## src/rtl/noc_output_arbiter.sv

```systemverilog
// Round-robin, packet-locked output arbiter for a NoC router port. Pop to out_valid is one cycle.
// Pops stall while the output register is full and out_ready is low; stray BODY/TAIL flits are dropped with err_o.
module noc_output_arbiter #(
  parameter int NUM_IN = 5,
  parameter int WIDTH  = 16
) (
  input  logic                    clk,
  input  logic                    rst_n,
  input  logic [NUM_IN-1:0]       in_valid,
  input  logic [NUM_IN*WIDTH-1:0] in_data,
  output logic [NUM_IN-1:0]       in_shift,
  output logic                    out_valid,
  output logic [WIDTH-1:0]        out_data,
  input  logic                    out_ready,
  output logic                    err_o
);
  localparam int PW = (NUM_IN > 1) ? $clog2(NUM_IN) : 1;
  localparam logic [1:0] T_BODY   = 2'b00;
  localparam logic [1:0] T_HEAD   = 2'b01;
  localparam logic [1:0] T_TAIL   = 2'b10;
  localparam logic [1:0] T_SINGLE = 2'b11;
  localparam logic [PW-1:0] LAST  = PW'(NUM_IN - 1);

  typedef enum logic {IDLE, LOCKED} state_t;

  state_t            state;
  logic [PW-1:0]     rr_ptr;
  logic [PW-1:0]     owner;
  logic [PW-1:0]     cand;
  logic [PW-1:0]     sel;
  logic [PW-1:0]     sel_next;
  logic              cand_vld;
  logic              load_ok;
  logic              take;
  logic [WIDTH-1:0]  flit;
  logic [1:0]        ftype;
  int                idx;

  // Scan from the farthest port back to rr_ptr so the closest valid port wins.
  always_comb begin
    cand_vld = 1'b0;
    cand     = '0;
    idx      = 0;
    for (int k = NUM_IN - 1; k >= 0; k--) begin
      idx = int'(rr_ptr) + k;
      if (idx >= NUM_IN) idx = idx - NUM_IN;
      if (in_valid[idx]) begin
        cand_vld = 1'b1;
        cand     = PW'(idx);
      end
    end
  end

  always_comb begin
    load_ok  = !out_valid || out_ready;
    sel      = (state == LOCKED) ? owner : cand;
    take     = rst_n && load_ok && ((state == LOCKED) ? in_valid[sel] : cand_vld);
    in_shift = '0;
    if (take) in_shift[sel] = 1'b1;
    flit     = in_data[int'(sel)*WIDTH +: WIDTH];
    ftype    = flit[WIDTH-1 -: 2];
    sel_next = (sel == LAST) ? '0 : sel + 1'b1;
  end

  always_ff @(posedge clk or negedge rst_n) begin
    if (!rst_n) begin
      state     <= IDLE;
      rr_ptr    <= '0;
      owner     <= '0;
      out_valid <= 1'b0;
      out_data  <= '0;
      err_o     <= 1'b0;
    end else begin
      err_o <= 1'b0;
      if (out_ready) out_valid <= 1'b0;
      if (take) begin
        if (state == IDLE) begin
          case (ftype)
            T_HEAD: begin
              out_valid <= 1'b1;
              out_data  <= flit;
              owner     <= sel;
              state     <= LOCKED;
            end
            T_SINGLE: begin
              out_valid <= 1'b1;
              out_data  <= flit;
              rr_ptr    <= sel_next;
            end
            default: begin
              err_o  <= 1'b1;
              rr_ptr <= sel_next;
            end
          endcase
        end else begin
          out_valid <= 1'b1;
          out_data  <= flit;
          if (ftype == T_TAIL) begin
            state  <= IDLE;
            rr_ptr <= sel_next;
          end else if (ftype != T_BODY) begin
            err_o <= 1'b1;
          end
        end
      end
    end
  end
endmodule

```

## config.mk

```make
export PLATFORM = sky130hd
export DESIGN_NAME = noc_output_arbiter
export DESIGN_NICKNAME = d
export VERILOG_FILES = /design/src/rtl/noc_output_arbiter.sv
export SDC_FILE = /design/constraint.sdc
export NUM_CORES = 1
export LEC_CHECK = 0
export CAP_MARGIN = 20
export CORE_MARGIN = 5
export CORE_UTILIZATION = 50
export CTS_BUF_LIST = sky130_fd_sc_hd__clkbuf_4 sky130_fd_sc_hd__clkbuf_8 sky130_fd_sc_hd__clkbuf_16
export CTS_CLUSTER_DIAMETER = 150
export DETAILED_ROUTE_END_ITERATION = 12
export GPL_ROUTABILITY_DRIVEN = 0
export HOLD_SLACK_MARGIN = 0.06
export PLACE_DENSITY = 0.95
export SLEW_MARGIN = 20
export SYNTH_ARGS = -nofsm -noshare
export SYNTH_HDL_FRONTEND = slang
export SYNTH_SLANG_ARGS = --single-unit
```

## constraint.sdc

```tcl
create_clock -name clk -period 7.85 [get_ports clk]
set_clock_uncertainty 0.1 [all_clocks]
set_input_delay 0.785 -clock clk [delete_from_list [all_inputs] [get_ports clk]]
set_output_delay 0.785 -clock clk [all_outputs]
set_load 0.05 [all_outputs]
```

; Word-level counts from Yosys, hierarchy flattened
; Index checks and enable logic that the tools add are counted.
[op_classes]
reduce_logical = 11
div_mod_pow = 0
bitwise_logic = 1
n_eq_ne = 6
shift = 1
mul = 0
add_sub_neg = 10
muxes = 55
n_lt_le_gt_ge = 12
[op_table]
columns = operator, n
row1 = $lt A32 B5 Y1 const B, 5
row2 = $mux W32, 5
row3 = $shiftx A80 B8 Y16, 1
row4 = $mux W16, 2
row5 = $mux W1, 30
row6 = $mux W3, 10
row7 = $sub A4 B3 Y5 const B, 4
row8 = $bmux W1 S3, 6
row9 = $ge A4 B3 Y1 const B, 4
row10 = $add A3 B2 Y4 const B, 2
row11 = $reduce_and A3 Y1, 2
row12 = $mux W5, 1
row13 = $add A3 B1 Y4 const B, 1
row14 = $add A3 B3 Y4 const B, 1
row15 = $eq A2 B2 Y1 const B, 2
row16 = $lt A3 B4 Y1 const B, 1
row17 = $reduce_bool A2 Y1, 2
row18 = $sub A3 B3 Y4 const B, 1
row19 = $add A3 B1 Y3 const B, 1
row20 = $demux W1 S3, 1
row21 = $eq A3 B3 Y1 const B, 1
row22 = $ge A3 B1 Y1 const B, 1
row23 = $ge A3 B3 Y1 const B, 1
row24 = $logic_and A1 B1 Y1, 3
row25 = 8 further kinds, 8
[word_totals]
in_bits = 88
register_bits = 25
mem_bits_rw = 0
out_inout_bits = 23
mem_bits_ro = 0
memories = 0
wordCells = 102
latchBits = 0

; Longest topological paths before layout
; Gate-level depths: netlist (run 1).
[depth]
ltp_word = 18
depth_mapped = 23

; Worst setup path after synthesis (run 1)
; Ideal clock, no wire load.
[synth_path]
path_type = register to output
startpoint = register rr_ptr[0]
endpoint = output port in_shift[4]
slack_ns = 1.911
path_buffers = 6
stages_incl_launch_ff = 20
required_ns = 6.965
t_arrival_ns = 5.054
path_cell_list = dfrtp_1 buf_6 buf_6 inv_1 ha_1 inv_1 ha_1 clkbuf_1 or2_2 a31o_2 o31ai_1 o41ai_1 o2bb2ai_1 a2111o_1 and2_1 clkbuf_1 buf_4 nor3_4 clkbuf_1 nor3b_1
[synth_via]
elab_chain_len = 17
[synth_lines]
columns = item, line
row1 = from (decl), 27  ; logic [PW-1:0] rr_ptr;
row2 = from (signal assigned), 88  ; rr_ptr <= sel_next;
row3 = from (signal assigned), 92  ; rr_ptr <= sel_next;
row4 = from (signal assigned), 100  ; rr_ptr <= sel_next;
row5 = $add A3 B3 Y4, 45  ; idx = int'(rr_ptr) + k;
row6 = $sub A4 B3 Y5 or $ge A4 B3 Y1 (tied branches), 46  ; if (idx >= NUM_IN) idx = idx - NUM_IN;
row7 = $mux W32, 46
row8 = $bmux W1 S3, 47  ; if (in_valid[idx]) begin
row9 = $mux W1 (implied by the code) (2 in a row), 47
row10 = $mux W3 (5 in a row), 47
row11 = $mux W3, 56  ; sel = (state == LOCKED) ? owner : cand;
row12 = $lt A3 B4 Y1 (implied by the code) (tied with other cells), 59  ; if (take) in_shift[sel] = 1'b1;
row13 = $logic_and A1 B1 Y1 (implied by the code) or $mux W1 (tied branches), "59, 57"
row14 = $mux W1 (on tied branches), "59, 57"
row15 = $demux W1 S3 or $logic_and A1 B1 Y1 (tied branches), "59, 57"
row16 = $mux W5 (*), 59
row17 = to (decl), 11  ; output logic [NUM_IN-1:0] in_shift,
; Mark *: on every way between the ends. The rest lies on a longest branch, timed or not. The select of a mux whose other input is x is not followed.

; Final worst setup path (run 1)
[layout_path]
startpoint = register rr_ptr[0]
endpoint = output port in_shift[3]
; Same word-level chain as after synthesis.

==> results.txt, run 1 <==
Status = finished, final reports clean
Ports = 111
Crit Reg-Reg Startpoint = rr_ptr[0]$_DFFE_PN0P_
Critical path arrival = 5980 ps
Setup violators final = 0
Peak Freq = 146 MHz
Post-CTS Setup Inserts = 0
Initial antenna violation count = 0
CP endpoint kind = output pin
Crit-path max FO = 33
Die footprint = 0.00790 mm2
Global-route wire length before repair = 16300 um
Clk_lat worst skew = 270 ps
Max-slew violations = 0
Detailed Place HPWL = 8030 um
Vias = 3357
CTS tree = built
TritonRoute pass-1 iters = 6
Worst slew margin = 47.8%
Critical path origin = rr_ptr[0]$_DFFE_PN0P_
Synth cell types = 72
CTS Root Cell = clkbuf_8
Synth Register Bits = 25
GRT Total Usage = 26.1%
CTS resizes = 0
Hold Path Stages = 1
Clk buf depth = 2
Slew @ Worst Pin = 783 ps
Fin nets = 549
Post-route minimum period = 6870 ps
Most frequent cells in the layout = 110 x clkdlybuf4s50_1, 43 x nand2_1, 43 x mux2i_1, 25 x dfrtp_1, 19 x nor2_1
Area grow syn2layout = 36.3%
Post-route antenna net violation count = 0
Critical Path RT = 6960 ps
Setup_tns = 0 ps
Worst-path clk slew = 90 ps
Overall power = 0.00211 W
Sinks on Clock Net = 25
FFs w/ async S/R, synth = 100%
WS Path Type = reg2out
Post-synth top area share = 20.1%
Vias in the first global route = 3355
Most common cell after layout, fill and taps aside = clkdlybuf4s50_1
Peak supply drop = 278 uV
Chip Height = 88.9 um
Syn Std Cell Area = 0.00311 mm2
GRT overflow = 0
DR DRC count = 0
Post-Synthesis Cells = 354
Maxcap violations = 0
Core footprint = 0.00599 mm2
Avg Cell Area, Syn = 8.79 um2
Starting density of the core = 51.9%
WL per Instance = 20.2 um
Multi-input logic area = 0.00230 mm2
Power density over cell area = 496 mW/mm2
Num CTS Buffers = 3
Leakage = 1.68 nW
CP Launch Type = flop
Clock H-tree levels = 1
RSZ-0062 raised after global routing = false
ANT cells = 0
Final WL = 10500 um
R2R cell count = 16
Synth warn = 0
Share of cells above drive strength 1 = 11.2%
Drt initial violations = 470
Final Hold Vio Count = 0
Min-delay src = out_data[13]$_DFFE_PN0P_
# rows = 28
Die W = 88.9 um
Tcrit/Tclk final = 87.5%
Storage cell area = 626 um2
Fillers = 407
PortBufs = 110
Via/cell ratio = 6.44
Seq/Total Area, Yosys = 20.1%
# hold bufs at CTS = 0
Area leader, netlist = dfrtp_1
Largest net degree at the start of global routing = 34
Hold crit path type = reg2reg
Area contributors post-synth = dfrtp_1 20%, mux2i_1 14%, mux2_2 6.5%, ha_1 5.6%, nand2_1 5.2%
Syn_nets = 456
Top_reg_cell synth = dfrtp_1
Post-synth EDFFs = 0
[kinds of logic after synthesis]
logic type | after synthesis | share of synthesized area (%)
compound gates | 94 | 23.9
xor+xnor | 5 | 1.65
fa+ha+maj | 14 | 5.63
buf+inv | 37 | 6.15
flops | 25 | 20.1
mux | 67 | 24.0
simple gates | 112 | 18.6
[cell type report]
type / instances / area share, %
multi-input cells: 292 / 54.1
repair buffers: 115 / 26.9
flip-flops and latches: 25 / 14.8
well taps: 75 / 2.21
clock buffers: 4 / 1.15
inverters: 10 / 0.885
[report_power, final]
| group | switching, W | internal (W) |
|---|---|---|
| clock network | 0.0000422 | 0.0000398 |
| registers | 0.0000614 | 0.000189 |
| logic | 0.00105 | 0.000724 |
| total | 0.00115 | 0.000953 |
[sequential cells by signal, summed over array words and instances, names as in the netlist]
| name | flops |
|---|---|
| rr_ptr | 3 |
| owner | 3 |
| state | 1 |
| err_o | 1 |
| out_valid | 1 |
| out_data | 16 |
[metrics by stage]
stage / instance area [um2] / hold WS [ps] / std cells / utilization (%) / setup slack (ps)
finish: 4240 / 425 / 521 / 70.8 / 981
CTS: 4240 / 426 / 521 / 70.8 / 1070
global route: 4240 / 443 / 521 / 70.8 / 756
floorplan: 3110 / 389 / 354 / - / 1910
global placement: 4190 / 393 / 517 / 70.0 / 1550
detailed placement: 4190 / 398 / 517 / 70.0 / 1390
[cells in the mapped netlist, types with 4 or more instances]
cell type  instances
xnor2_1            4
nand2_1           43
ha_1              14
or2_2              4
nor2_1            19
nand2b_1           7
dfrtp_1           25
inv_1             10
clkbuf_1          13
buf_6              5
mux2i_1           43
o22ai_1            4
nor2b_1            5
a21o_1             5
a211oi_1           4
a32o_1            14
and2_1             4
a21oi_1           15
nand3_1            4
mux2_2            18
o21ai_0            8
[worst max-delay path, cell delays in order, from the launching register on]
cell,delay [ps]
dfrtp_1,330
buf_4,330
inv_1,270
ha_1,630
mux2_2,380
o221ai_1,170
a211oi_1,120
or2_2,350
a211o_1,280
or4_1,550
nand2_1,100
buf_4,260
nand2_1,170
o221ai_1,200
nand2b_1,220
nor3_1,440
clkdlybuf4s50_1,900
[worst paths after layout]
check                      slack (ps)                       end
max                               980               in_shift[3]
min                               420  out_data[13]$_DFFE_PN0P_
max reg2reg                      2100   out_data[6]$_DFFE_PN0P_
min reg2reg                       420  out_data[13]$_DFFE_PN0P_
max in group asynchronous        6620   out_data[7]$_DFFE_PN0P_
min in group asynchronous         770           err_o$_DFF_PN0_
[metal layers]
metal / vias up / track usage [%] / wire (um)
li1: 1520 / - / -
met1: 1551 / 31.1 / 3900
met2: 243 / 45.1 / 5170
met3: 43 / 5.71 / 994
met4: 0 / 11.5 / 457
met5: - / 0 / 0
Note: power is estimated with default switching activity, not from simulation.
==> inputs of run 2 (changes only) <==
--- a/config.mk
+++ b/config.mk
@@ -12,7 +12,7 @@
 export CTS_CLUSTER_DIAMETER = 150
 export DETAILED_ROUTE_END_ITERATION = 12
 export GPL_ROUTABILITY_DRIVEN = 0
-export HOLD_SLACK_MARGIN = 0.06
+export HOLD_SLACK_MARGIN = 0.12
 export PLACE_DENSITY = 0.95
 export SLEW_MARGIN = 20
 export SYNTH_ARGS = -nofsm -noshare
==> results of run 2 <==
Same layout as run 1: the final DEF is identical, and so are final timing and power.
